`config.mk`:
```
export PLATFORM = sky130hd
export DESIGN_NAME = uart_rom_load_ctrl
export DESIGN_NICKNAME = d
export VERILOG_FILES = /design/src/rtl/hack_soc_pkg.sv /design/src/rtl/rx_byte_timeout.sv /design/src/rtl/uart_rom_load_ctrl.sv
export SDC_FILE = /design/constraint.sdc
export NUM_CORES = 1
export LEC_CHECK = 0
export ABC_CLOCK_PERIOD_IN_PS = 2920
export CORE_AREA = 5 5 85 87
export CTS_BUF_LIST = sky130_fd_sc_hd__clkbuf_4
export CTS_CLUSTER_SIZE = 25
export DETAILED_ROUTE_END_ITERATION = 16
export DIE_AREA = 0 0 90 92
export PLACE_DENSITY = 0.92
export SLEW_MARGIN = 20
export SYNTH_ARGS = -nofsm -noshare
export SYNTH_HDL_FRONTEND = slang
export SYNTH_SLANG_ARGS = --single-unit
export TNS_END_PERCENT = 100
```
`constraint.sdc`:
```
create_clock -name clk -period 2.92 [get_ports clk]
set_input_delay 0.438 -clock clk [delete_from_list [all_inputs] [get_ports clk]]
set_output_delay 0.438 -clock clk [all_outputs]
set_load 0.01 [all_outputs]
```
`src/rtl/hack_soc_pkg.sv`:
```
// rtl/hack_soc_pkg.sv - shared ROM-load states and constants for the Hack SoC FPGA top level
package hack_soc_pkg;

    typedef enum logic [2:0] {
        HDR_HI,
        HDR_LO,
        W_HI,
        W_LO,
        STROBE,
        RUN
    } load_state_t;

    localparam int ROM_WORD_WIDTH       = 16;
    localparam int DEFAULT_BYTE_TIMEOUT = 65535;

endpackage

```
`src/rtl/rx_byte_timeout.sv`:
```
// rtl/rx_byte_timeout.sv - inter-byte idle counter with clear/enable and a terminal-count pulse
module rx_byte_timeout
    import hack_soc_pkg::*;
#(
    parameter int TIMEOUT = DEFAULT_BYTE_TIMEOUT,
    parameter int WIDTH   = 16
) (
    input  logic clk,
    input  logic reset,
    input  logic clear_i,
    input  logic enable_i,
    output logic expired_o
);

    localparam logic [WIDTH-1:0] LAST = WIDTH'(TIMEOUT - 1);

    logic [WIDTH-1:0] count_q, count_d;

    // Fires on the TIMEOUT-th consecutive enabled cycle without a clear.
    assign expired_o = enable_i && !clear_i && (count_q == LAST);

    always_comb begin
        count_d = count_q;
        if (clear_i || expired_o) begin
            count_d = '0;
        end else if (enable_i) begin
            count_d = count_q + WIDTH'(1);
        end
    end

    always_ff @(posedge clk) begin
        if (reset) begin
            count_q <= '0;
        end else begin
            count_q <= count_d;
        end
    end

endmodule

```
`src/rtl/uart_rom_load_ctrl.sv`:
```
// rtl/uart_rom_load_ctrl.sv - UART-fed ROM loader sequencer; ROM_LOADER_ECHO_EN adds TX echo
module uart_rom_load_ctrl
    import hack_soc_pkg::*;
#(
    parameter int DATA_WIDTH   = ROM_WORD_WIDTH,
    parameter int BYTE_TIMEOUT = DEFAULT_BYTE_TIMEOUT,
    parameter int TIMER_WIDTH  = 16
) (
    input  logic                  clk,
    input  logic                  reset,
    input  logic                  rx_valid,
    input  logic [7:0]            rx_byte,
    input  logic                  tx_busy,
    output logic                  tx_start,
    output logic [7:0]            tx_byte,
    input  logic                  force_run,
    output logic                  rom_loader_load,
    output logic                  rom_loader_sck,
    output logic [DATA_WIDTH-1:0] rom_loader_data,
    input  logic                  rom_loader_ack,
    output logic                  hack_cpu_reset,
    output logic [7:0]            keycode,
    output logic                  loading,
    output logic                  load_error
);

    load_state_t           state_q, state_d;
    logic [7:0]            hi_q, hi_d;
    logic [15:0]           remaining_q, remaining_d;
    logic [DATA_WIDTH-1:0] data_q, data_d;
    logic                  sck_q, sck_d;
    logic [7:0]            keycode_q, keycode_d;
    logic                  load_error_q, load_error_d;
    logic                  pend_valid_q, pend_valid_d;
    logic [7:0]            pend_byte_q, pend_byte_d;
    logic                  cpu_reset_q;
    logic                  timeout;

    // A byte parked during STROBE is served before any byte arriving live.
    logic       byte_avail;
    logic [7:0] in_byte;
    logic       aborting;
    assign byte_avail = pend_valid_q || rx_valid;
    assign in_byte    = pend_valid_q ? pend_byte_q : rx_byte;
    assign aborting   = force_run && (state_q != RUN);

    rx_byte_timeout #(
        .TIMEOUT (BYTE_TIMEOUT),
        .WIDTH   (TIMER_WIDTH)
    ) u_timeout (
        .clk       (clk),
        .reset     (reset),
        .clear_i   (byte_avail || !(state_q == HDR_LO || state_q == W_LO)),
        .enable_i  (state_q == HDR_LO || state_q == W_LO),
        .expired_o (timeout)
    );

    always_ff @(posedge clk) begin
        if (reset) begin
            state_q      <= HDR_HI;
            hi_q         <= '0;
            remaining_q  <= '0;
            data_q       <= '0;
            sck_q        <= 1'b0;
            keycode_q    <= '0;
            load_error_q <= 1'b0;
            pend_valid_q <= 1'b0;
            pend_byte_q  <= '0;
            cpu_reset_q  <= 1'b1;
        end else begin
            state_q      <= state_d;
            hi_q         <= hi_d;
            remaining_q  <= remaining_d;
            data_q       <= data_d;
            sck_q        <= sck_d;
            keycode_q    <= keycode_d;
            load_error_q <= load_error_d;
            pend_valid_q <= pend_valid_d;
            pend_byte_q  <= pend_byte_d;
            cpu_reset_q  <= rom_loader_load;
        end
    end

    always_comb begin
        state_d = state_q;
        case (state_q)
            HDR_HI: if (byte_avail) state_d = HDR_LO;
            HDR_LO: begin
                if (byte_avail)   state_d = ({hi_q, in_byte} == 16'd0) ? RUN : W_HI;
                else if (timeout) state_d = HDR_HI;
            end
            W_HI:   if (byte_avail) state_d = W_LO;
            W_LO: begin
                if (byte_avail)   state_d = STROBE;
                else if (timeout) state_d = W_HI;
            end
            STROBE: if (rom_loader_ack) state_d = (remaining_q == 16'd1) ? RUN : W_HI;
            default: state_d = RUN;
        endcase
        if (aborting) state_d = RUN;
    end

    always_comb begin
        hi_d         = hi_q;
        remaining_d  = remaining_q;
        data_d       = data_q;
        sck_d        = sck_q;
        keycode_d    = keycode_q;
        load_error_d = load_error_q;
        pend_valid_d = pend_valid_q;
        pend_byte_d  = pend_byte_q;

        if (state_q == STROBE) begin
            if (rx_valid) begin
                if (pend_valid_q) begin
                    load_error_d = 1'b1;
                end else begin
                    pend_valid_d = 1'b1;
                    pend_byte_d  = rx_byte;
                end
            end
        end else begin
            // Pending byte is consumed now; a coinciding live byte takes its place.
            pend_valid_d = pend_valid_q && rx_valid;
            if (pend_valid_q && rx_valid) pend_byte_d = rx_byte;
        end

        case (state_q)
            HDR_HI, W_HI: if (byte_avail) hi_d = in_byte;
            HDR_LO: begin
                if (byte_avail)   remaining_d  = {hi_q, in_byte};
                else if (timeout) load_error_d = 1'b1;
            end
            W_LO: begin
                if (byte_avail) begin
                    data_d = DATA_WIDTH'({hi_q, in_byte});
                    sck_d  = 1'b1;
                end else if (timeout) begin
                    load_error_d = 1'b1;
                end
            end
            STROBE: begin
                if (rom_loader_ack) begin
                    sck_d       = 1'b0;
                    remaining_d = remaining_q - 16'd1;
                end
            end
            default: if (byte_avail) keycode_d = in_byte;
        endcase

        if (aborting) begin
            sck_d        = 1'b0;
            pend_valid_d = 1'b0;
        end
    end

    assign rom_loader_load = (state_q != RUN);
    assign loading         = (state_q != RUN);
    assign rom_loader_sck  = sck_q;
    assign rom_loader_data = data_q;
    assign hack_cpu_reset  = cpu_reset_q;
    assign keycode         = keycode_q;
    assign load_error      = load_error_q;

`ifdef ROM_LOADER_ECHO_EN
    logic       echo_req;
    logic [7:0] echo_new, echo_cand;
    logic       echo_pend_q;
    logic [7:0] echo_byte_q;
    logic       tx_start_q;
    logic [7:0] tx_byte_q;

    always_comb begin
        echo_req = 1'b0;
        echo_new = keycode_d;
        if (state_q == STROBE && rom_loader_ack && !force_run) begin
            echo_req = 1'b1;
            echo_new = {data_q[DATA_WIDTH-1 -: 4], data_q[3:0]};
        end else if (state_q == RUN && byte_avail) begin
            echo_req = 1'b1;
        end
    end

    // A newer echo replaces one still waiting for the transmitter.
    assign echo_cand = echo_req ? echo_new : echo_byte_q;

    always_ff @(posedge clk) begin
        if (reset) begin
            echo_pend_q <= 1'b0;
            echo_byte_q <= '0;
            tx_start_q  <= 1'b0;
            tx_byte_q   <= '0;
        end else begin
            tx_start_q <= 1'b0;
            if (echo_req || echo_pend_q) begin
                if (!tx_busy) begin
                    tx_start_q  <= 1'b1;
                    tx_byte_q   <= echo_cand;
                    echo_pend_q <= 1'b0;
                end else begin
                    echo_pend_q <= 1'b1;
                    echo_byte_q <= echo_cand;
                end
            end
        end
    end

    assign tx_start = tx_start_q;
    assign tx_byte  = tx_byte_q;
`else
    logic tx_busy_unused;
    assign tx_busy_unused = tx_busy;
    assign tx_start       = 1'b0;
    assign tx_byte        = '0;
`endif

endmodule
```
==> results_dict.tcl, run 1 <==
set metrics [dict create \
    worstPathCellList "nand3b_1 > clkdlybuf4s50_1" \
    synth_cell_types 47 \
    drt-initial-drc-count 522 \
    die_w_um 90 \
    port_buffers 41 \
    synth_edf_count 0 \
    cts_resized 0 \
    period_share_pct 80.04 \
    yosys_warnings 0 \
    ctsHoldBuffers 0 \
    overflow 0 \
    startpoint_type "flop" \
    pwr-share-clk_pct 28.5 \
    async_flop_share_pct 0 \
    ant_nets 0 \
    crit_slowest_cell "dfxtp_1" \
    synthToLayoutAreaGrowth_pct 14.70 \
    yosys.area.top_type "dfxtp_1" \
    antennaDiodeCount 0 \
    root_buffer "clkbuf_4" \
    grt_max_degree 45 \
    grt_pass1_vias 3144 \
    first_pass_iters 5 \
    die-area_sq_um 8280 \
    drc 0 \
    netlist.area_leader.share_pct 42.05 \
    worstSetupPathType "reg2out" \
    drv_cap 0 \
    fin_tns_setup_ps 0 \
    rsz0062_at_grt "false" \
    syn_inst 461 \
    p_int_uw 1649 \
    cts_setup_buffers 0 \
    cts.clk_slew.worst_paths_ps 150 \
    critical_path_arrival_ps 1900 \
    cts_buffer_depth 2 \
    core_area_sq_um 6277 \
    power.density_nw_per_um2 575.8 \
    cp-end-kind "primary output" \
    netlist_area_sq_um 3761 \
    switching_share_pct 33.62 \
    drv_slew 0 \
    avgSynthCellArea_sq_um 8.159 \
    floorplan.initialDensity_pct 59.92 \
    cts_buffers 9 \
    clock_skew_ps 16.03 \
    fmax_mhz 427.9 \
    insertion_delay_ps 450 \
    worstPathMaxFanout 15 \
    outcome "finished clean" \
    hpwlAfterDp_um 6434 \
    place_congestion 0.8585 \
    ys.flop_type "dfxtp_1" \
    cts_tree "yes" \
    path_delay_family "flip-flops" \
    peakVddDrop_mv 0.3700 \
    rows 29 \
    grt_pass1_wl_um 15220 \
    critPathBufInv 1 \
    tightest_slew_ps 781.9 \
    hold_path_class "in2reg" \
    seq_area_frac_synth_pct 42.05 \
    vias 3424 \
    p_sw_uw 835.1 \
    p_seq_share_pct 48.8 \
    whs_ps 354.6 \
    layout-drive-gt1-share_pct 7.475 \
    synth.area.top_cells "dfxtp_1, nor2_1, mux2i_1" \
    final-hold-violation-count 0 \
    die_h_um 92 \
    grt_usage_pct 22.19 \
    ys_seq_elements 79 \
    routed_via_density 5.986 \
    antenna_found_initial 0 \
    worst_ep_required_time_ps 2480 \
    nNetsFinal 508 \
    leakage_uw 0.001455 \
    p_comb_share_pct 22.7 \
    ioPinCount 52 \
    wl_um 9193 \
    max_stage_delay_ps 630 \
    cts_htree_levels 3 \
    setup_viol 0 \
    maxSlewHeadroom_pct 47.80 \
    wl_per_cell_um 16.07 \
    min_period_ps 2337 \
    cts_sinks 79 \
]
## logic make-up (layout without fill, tap and decap cells)
kind of cell	count (synthesis)	after routing	synth area share (%)
AND/OR/NAND/NOR	190	190	23.32
AO/OA/AOI/OAI	105	105	18.43
flip-flops	79	79	42.05
buffers and inverters	49	75	6.387
multiplexers	21	21	5.589
XOR/XNOR	12	12	2.795
adder cells (fa/ha/maj)	4	4	1.331
other	1	9	0.09970
## worst reg2reg max path, stage by stage (launching register included)
cell and delay, ps:
dfxtp_1 850, or2_0 350, nand2_1 150, nor2_1 370, a21oi_1 190, a221oi_2 280
## routing by layer
layer	part of all wire [%]	vias up	track usage, %
li1	-	1671	-
met1	43	1588	29.35
met2	47	152	34.39
met3	8.6	13	7.119
met4	1.1	0	7.320
met5	0	-	0
## power groups by stage
stage	sequential, uW	clock, uW	combinational [uW]
6_report	1210	709	563
5_1_grt	1220	775	622
4_1_cts	1210	719	554
3_5_place_dp	1230	0	549
3_3_place_gp	1230	0	528
2_1_floorplan	1210	0	427
## cells in the mapped netlist (3+ instances only)
library cell	count
nand3_1	8
nor2_1	71
ha_1	4
o31ai_1	3
inv_1	9
nor4_1	10
nand2b_1	4
a211oi_1	26
nand4_1	5
a221oi_2	3
xor2_1	9
dfxtp_1	79
a21oi_1	32
xnor2_1	3
mux2i_1	21
o21ai_0	19
clkbuf_1	17
buf_2	11
or3_1	8
a32o_1	4
nor3_1	12
nand2_1	55
o32ai_1	3
buf_4	11
## final timing paths
path / from / endpoint / slack (ps) / cells past startpoint
hold / removal: reset / rom_loader_data[8]$_SDFFE_PP0P_ / 350 / 2
setup reg to reg: pend_valid_q$_SDFFE_PP0P_ / state_q[2]$_SDFFE_PP0P_ / 650 / 5
hold reg to reg: rom_loader_data[13]$_SDFFE_PP0P_ / rom_loader_data[13]$_SDFFE_PP0P_ / 470 / 2
setup / recovery: state_q[1]$_SDFFE_PP0P_ / loading / 580 / 2
## layout by cell type, fill, tap and decap left out, types with 10 or more instances in the layout
| master | instances |
|---|---|
| dfxtp_1 | 79 |
| nor3_1 | 12 |
| nor4_1 | 10 |
| clkdlybuf4s50_1 | 40 |
| a21oi_1 | 32 |
| nor2_1 | 71 |
| mux2i_1 | 21 |
| o21ai_0 | 19 |
| a211oi_1 | 26 |
| nand2_1 | 55 |
## metrics by stage
| stage | utilization [%] | setup slack, ps | total power (uW) | instance area [sq um] | instances |
|---|---|---|---|---|---|
| floorplan | - | 1105 | 1635 | 3791 | 469 |
| global placement | 66.25 | 581.9 | 1757 | 4159 | 556 |
| detailed placement | 66.25 | 562.5 | 1781 | 4159 | 556 |
| CTS | 68.73 | 574.9 | 2482 | 4314 | 572 |
| global route | 68.73 | 446.5 | 2619 | 4314 | 572 |
| finish | 68.73 | 582.9 | 2484 | 4314 | 572 |
## registers in the layout, summed over array words and instances (netlist names)
name / flops
remaining_q: 16
keycode: 8
hack_cpu_reset: 1
rom_loader_data: 16
load_error: 1
hi_q: 8
pend_valid_q: 1
pend_byte_q: 8
rom_loader_sck: 1
u_timeout.count_q: 16
state_q: 3
## cell type report
class,instances,area (sq um)
inverters,9,33.78
clock buffers,9,67.56
repair buffers,50,473.0
fillers,484,1963
multi-input cells,341,1974
clock inverters,7,87.58
flip-flops and latches,79,1582
well taps,77,96.34
No activity file was read; power rests on OpenSTA's default activity.
==> inputs of run 2 (changes only) <==
Settings changed: ABC_CLOCK_PERIOD_IN_PS 2920 to 1900, CORE_AREA 5 5 85 87 to 5 5 92 94, DIE_AREA 0 0 90 92 to 0 0 97 99, PLACE_DENSITY 0.92 to 0.83.
Clock period 2.92 ns to 1.9 ns, I/O delays scaled along.
==> run 2 against run 1 <==
Compared with the run above:
- die area up 16%
- cell count up 13%
- utilization down 5.8 points
- largest cell class unchanged
- register-to-register slack worse by 600 ps
- non-clock buffer count up 49
==> results_dict.tcl, run 2 (same netlist as run 1, synthesis figures left out) <==
set metrics [dict create \
    outcome "finished clean" \
    ioPinCount 52 \
    worst_ep_required_time_ps 2280 \
    root_buffer "clkbuf_4" \
    cp-end-kind "flop" \
    hold_path_class "in2reg" \
    leakage_uw 0.001695 \
    design_area_sq_um 4760 \
    critical_path_arrival_ps 2230 \
    rows 32 \
    drv_cap 0 \
    max_stage_delay_ps 550 \
    die_w_um 97 \
    die-area_sq_um 9603 \
    layout-drive-gt1-share_pct 17.65 \
    post-route-worst-setup-slack_ps 51.98 \
    grt_pass1_vias 3530 \
    p_seq_share_pct 46.5 \
    drv_slew 0 \
    pwr-share-clk_pct 25.5 \
    die_h_um 99 \
    nNetsFinal 557 \
    worstPathMaxFanout 4 \
    clock_skew_ps 20.59 \
    cts_buffers 9 \
    antennaDiodeCount 0 \
    wl_per_cell_um 15.02 \
    hpwlAfterDp_um 7049 \
    critPathBufInv 0 \
    p_comb_share_pct 27.9 \
    cts_sinks 79 \
    drt-initial-drc-count 295 \
    core_area_sq_um 7567 \
    startpoint_type "flop" \
    whs_ps 179.3 \
    p_int_uw 2563 \
    insertion_delay_ps 460 \
    crit_slowest_cell "or4_4" \
    floorplan.initialDensity_pct 49.70 \
    cts_htree_levels 3 \
    fmax_mhz 541.1 \
    setup_viol 0 \
    fillers 597 \
    final_cell_mix "dfxtp_1, nor2_1, buf_4" \
    multiInputGateArea_sq_um 2012 \
    p_sw_uw 1371 \
    final_common_cell "dfxtp_1" \
    overflow 0 \
    switching_share_pct 34.85 \
    drc 0 \
    synthToLayoutAreaGrowth_pct 26.55 \
    worstPathCellList "or3_1 > or4_4 > o21ai_2 > nand2_2 > a221oi_2" \
    cts.clk_slew.worst_paths_ps 150 \
    cts_buffer_depth 2 \
    routed_via_density 5.517 \
    grt_max_degree 36 \
    placed_cells 627 \
    final_cells 646 \
    cts_tree "yes" \
    path_delay_family "simple AND/OR/NAND/NOR gates" \
    vias 3564 \
    dpl_cell_area_sq_um 4561 \
    port_buffers 41 \
    grt_usage_pct 20.87 \
    worstSetupPathType "reg2reg" \
    peakVddDrop_mv 0.7298 \
    place_congestion 0.9140 \
    final-hold-violation-count 0 \
    first_pass_iters 6 \
    power.density_nw_per_um2 826.6 \
    grt_pass1_wl_um 16590 \
    regArea_sq_um 1588 \
    antenna_found_initial 0 \
    min_period_ps 1848 \
    wl_um 9703 \
    period_share_pct 97.26 \
    dpl_worst_slack_ps -99.89 \
    ant_nets 0 \
]
-- run 2: worst register-to-register path, delay by kind of cell, from the launching register on --
kind	cells	cell delay, ps
simple gates	3	990
compound gates	2	410
flops	1	380
-- run 2: metal layers --
layer  part of all wire, %  GRT usage [%]
met1                    43          25.05
met2                    48          34.50
met3                   6.9          6.723
met4                   2.5          8.747
met5                     0              0
-- run 2: worst paths after layout --
check	startpoint	depth (start not counted)	endpoint	slack [ps]
worst min-delay path	reset	3	hack_cpu_reset$_SDFF_PP1_	180
worst max-delay path	remaining_q[13]$_SDFFE_PP0P_	5	state_q[0]$_SDFFE_PP0P_	50
worst min register to register	rom_loader_data[8]$_SDFFE_PP0P_	2	rom_loader_data[8]$_SDFFE_PP0P_	470
worst max register to register	remaining_q[13]$_SDFFE_PP0P_	5	state_q[0]$_SDFFE_PP0P_	50
-- run 2: power groups by stage --
stage	clock [uW]	sequential, uW	combinational, uW
after floorplan	0	1860	656
after global placement	0	1860	1010
after detailed placement	0	1860	1040
after CTS	1020	1830	1060
after global routing	1110	1840	1200
final	1000	1830	1100
-- run 2: repair_timing --
item,4_1_cts,5_1_grt
pin swaps,0,3
endpoints found under the setup margin,3,6
buffers inserted,1,2
cloned,0,0
hold buffers,0,0
gates resized for setup,3,11
-- run 2: final cells by class --
type	instances	share of cell area, %
multi-input cells	341	42.27
flip-flops and latches	79	33.36
repair buffers	99	18.14
well taps	102	2.681
clock buffers	9	1.420
clock inverters	7	1.420
inverters	9	0.7098
-- run 2: metrics by stage --
stage	power (uW)	utilization, %	TNS [ps]
CTS	3908	62.19	0
floorplan	2513	-	0
finish	3934	62.90	0
global placement	2865	60.27	-143.3
detailed placement	2905	60.27	-335.8
global route	4153	62.90	-10.51
==> inputs of run 3 (changes only) <==
Settings changed: CORE_AREA 5 5 92 94 to 5 5 94 96, DIE_AREA 0 0 97 99 to 0 0 99 101, MAX_ROUTING_LAYER set to met4, SYNTH_HIERARCHICAL set to 1.
==> run 3 against run 2 <==
Compared with the run above:
- the run now ends with setup timing left
- maximum frequency shrank 17%
- die area grew 4.1%
- via count grew 19%
- combinational power grew 4%
- worst hold slack gained 120 ps
- flip-flop and latch count is the same
- sequential share of layout area shrank 3.5 points
- cell count grew 6.0%
- critical endpoint is now state_q[1]$_SDFFE_PP0P_
- highest routed layer unchanged
==> results_dict.tcl, run 3 <==
set metrics [dict create \
    outcome "finished, violations left" \
    violations "setup timing" \
    hold_path_class "in2reg" \
    place_congestion 0.9921 \
    cts_tree "yes" \
    final_util_pct 66.97 \
    antenna_found_initial 0 \
    r2r-start "state_q[2]$_SDFFE_PP0P_" \
    period_share_pct 116.7 \
    port_buffers 41 \
    die-area_sq_um 9999 \
    netlist.area_leader.share_pct 39.99 \
    drc 0 \
    whs_endpoint "pend_byte_q[3]$_SDFFE_PP0P_" \
    netlist_area_sq_um 3955 \
    worstPathMaxFanout 3 \
    antennaDiodeCount 0 \
    root_buffer "clkbuf_4" \
    ant_nets 0 \
    routed_via_density 6.215 \
    hpwlAfterDp_um 8300 \
    clock_skew_ps 18.30 \
    min_period_ps 2217 \
    avgSynthCellArea_sq_um 8.309 \
    r2r_end "state_q[1]$_SDFFE_PP0P_" \
    synth_cell_types 64 \
    nNetsFinal 593 \
    fin_tns_setup_ps -870.2 \
    cts.clk_slew.worst_paths_ps 150 \
    syn_inst 476 \
    tightest_slew_ps 562.2 \
    maxSlewHeadroom_pct 62.25 \
    die_h_um 101 \
    min_path_cells 2 \
    p_sw_uw 1410 \
    floorplan.initialDensity_pct 49.63 \
    worst_ep_required_time_ps 2240 \
    ioPinCount 52 \
    p_comb_share_pct 28.5 \
    final_common_cell "buf_4" \
    ys.flop_type "dfxtp_1" \
    critical_path_arrival_ps 2560 \
    post-route-worst-setup-slack_ps -317.1 \
    leakage_uw 0.001886 \
    cp-end-kind "flop" \
    peakVddDrop_mv 0.5755 \
    p_seq_share_pct 45.9 \
    synth_edf_count 0 \
    layout-drive-gt1-share_pct 26.21 \
    synthToLayoutAreaGrowth_pct 34.93 \
    cts_htree_levels 3 \
    cts_sinks 79 \
    final_cells 685 \
    async_flop_share_pct 0 \
    drv_slew 0 \
    final_cell_mix "buf_4, dfxtp_1, nor2_1" \
    cts_buffer_depth 2 \
    core_area_sq_um 7969 \
    holdCritStartpoint "reset" \
    seq_area_frac_synth_pct 39.99 \
    first_pass_iters 5 \
    final-hold-violation-count 0 \
    rsz0062_at_grt "true" \
    whs_ps 296.5 \
    ctsHoldBuffers 0 \
    overflow 0 \
    placed_cells 661 \
    vias 4257 \
    reg2reg_depth 9 \
    yosys.area.top_type "dfxtp_1" \
    drv_cap 0 \
    switching_share_pct 35.34 \
    die_w_um 99 \
    power_uw 3988 \
    insertion_delay_ps 450 \
    wl_per_cell_um 17.94 \
    synth_common_cells "dfxtp_1, nor2_1, nand2_1" \
    post-synth-top-count-cell "dfxtp_1" \
    rows 33 \
    ys_seq_elements 79 \
    synth.area.top_cells "dfxtp_1, a211oi_1, nor2_1" \
    grt_pass1_vias 4044 \
    grt_pass1_wl_um 19370 \
    fmax_mhz 451.0 \
    grt_max_degree 45 \
    setup_viol 5 \
    startpoint_type "flop" \
    power.density_nw_per_um2 747.4 \
    worstSetupPathType "reg2reg" \
    grt_usage_pct 24.46 \
    ff2ff_setup_slack_ps -320 \
    cts_buffers 9 \
    drt-initial-drc-count 498 \
    p_int_uw 2579 \
    pwr-share-clk_pct 25.5 \
    yosys_warnings 6 \
    wl_um 12290 \
]
==> run 3: kinds of logic after synthesis <==
family	after synthesis	synth area share [%]
and+or+nand+nor	186	24.26
AOI/OAI and AO/OA	126	21.80
DFF	79	39.99
buffers and inverters	54	6.453
xor gates and xnor gates	16	3.543
muxes	10	2.594
adders and majority gates	4	1.265
other	1	0.09482
==> run 3: stage by stage <==
stage	instance area, sq um	setup WS (ps)
floorplan	4079	-379.7
global placement	4975	-254.6
detailed placement	4975	-336.6
CTS	5159	-224.1
global route	5336	-421.7
finish	5336	-317.1
==> run 3: critical path, stage by stage (launching register included) <==
cell,delay (ps)
dfxtp_2,350
nand2b_4,170
clkinv_8,60
nand3_4,70
or3_4,410
nor3_4,180
nand3_1,100
mux2_2,260
or4_4,410
o32ai_2,120
==> run 3: per-layer routing <==
| layer | track usage, % | wire length, um |
|---|---|---|
| met2 | 37.55 | 5727 |
| met1 | 30.64 | 4946 |
| met3 | 6.298 | 1253 |
| met4 | 10.19 | 365 |
| met5 | - | 0 |
==> run 3: cell type report <==
class	count	area, sq um
timing repair buffer	124	1081
tap	105	131.4
fill	579	2633
inverter	10	50.05
sequential	79	1594
multi-input combinational	351	2338
clock buffer	9	67.56
clock inverter	7	73.82
==> run 3: how the worst max path moves through the flow <==
| stage | from | to | slack [ps] | depth (start not counted) |
|---|---|---|---|---|
| 6_report | state_q[2]$_SDFFE_PP0P_ | state_q[1]$_SDFFE_PP0P_ | -320 | 9 |
| 2_1_floorplan | state_q[2]$_SDFFE_PP0P_ | state_q[1]$_SDFFE_PP0P_ | -380 | 11 |
| 3_3_place_gp | rx_valid | state_q[1]$_SDFFE_PP0P_ | -250 | 8 |
| 5_1_grt | state_q[2]$_SDFFE_PP0P_ | state_q[1]$_SDFFE_PP0P_ | -420 | 9 |
| 4_1_cts | state_q[2]$_SDFFE_PP0P_ | state_q[1]$_SDFFE_PP0P_ | -220 | 9 |
| 3_5_place_dp | rx_valid | state_q[0]$_SDFFE_PP0P_ | -340 | 8 |
==> run 3: timing repair <==
action,CTS,global route
buffers inserted,2,6
resized for setup,7,27
pin swaps,0,4
gates cloned,0,0
endpoints found under the setup margin,8,18
==> run 3: power groups by stage <==
| stage | Sequential, uW | Clock, uW | Combinational (uW) |
|---|---|---|---|
| global placement | 1850 | 0 | 908 |
| finish | 1830 | 1020 | 1140 |
| detailed placement | 1850 | 0 | 934 |
| floorplan | 1840 | 0 | 600 |
| CTS | 1820 | 1030 | 966 |
| global route | 1840 | 1100 | 1210 |
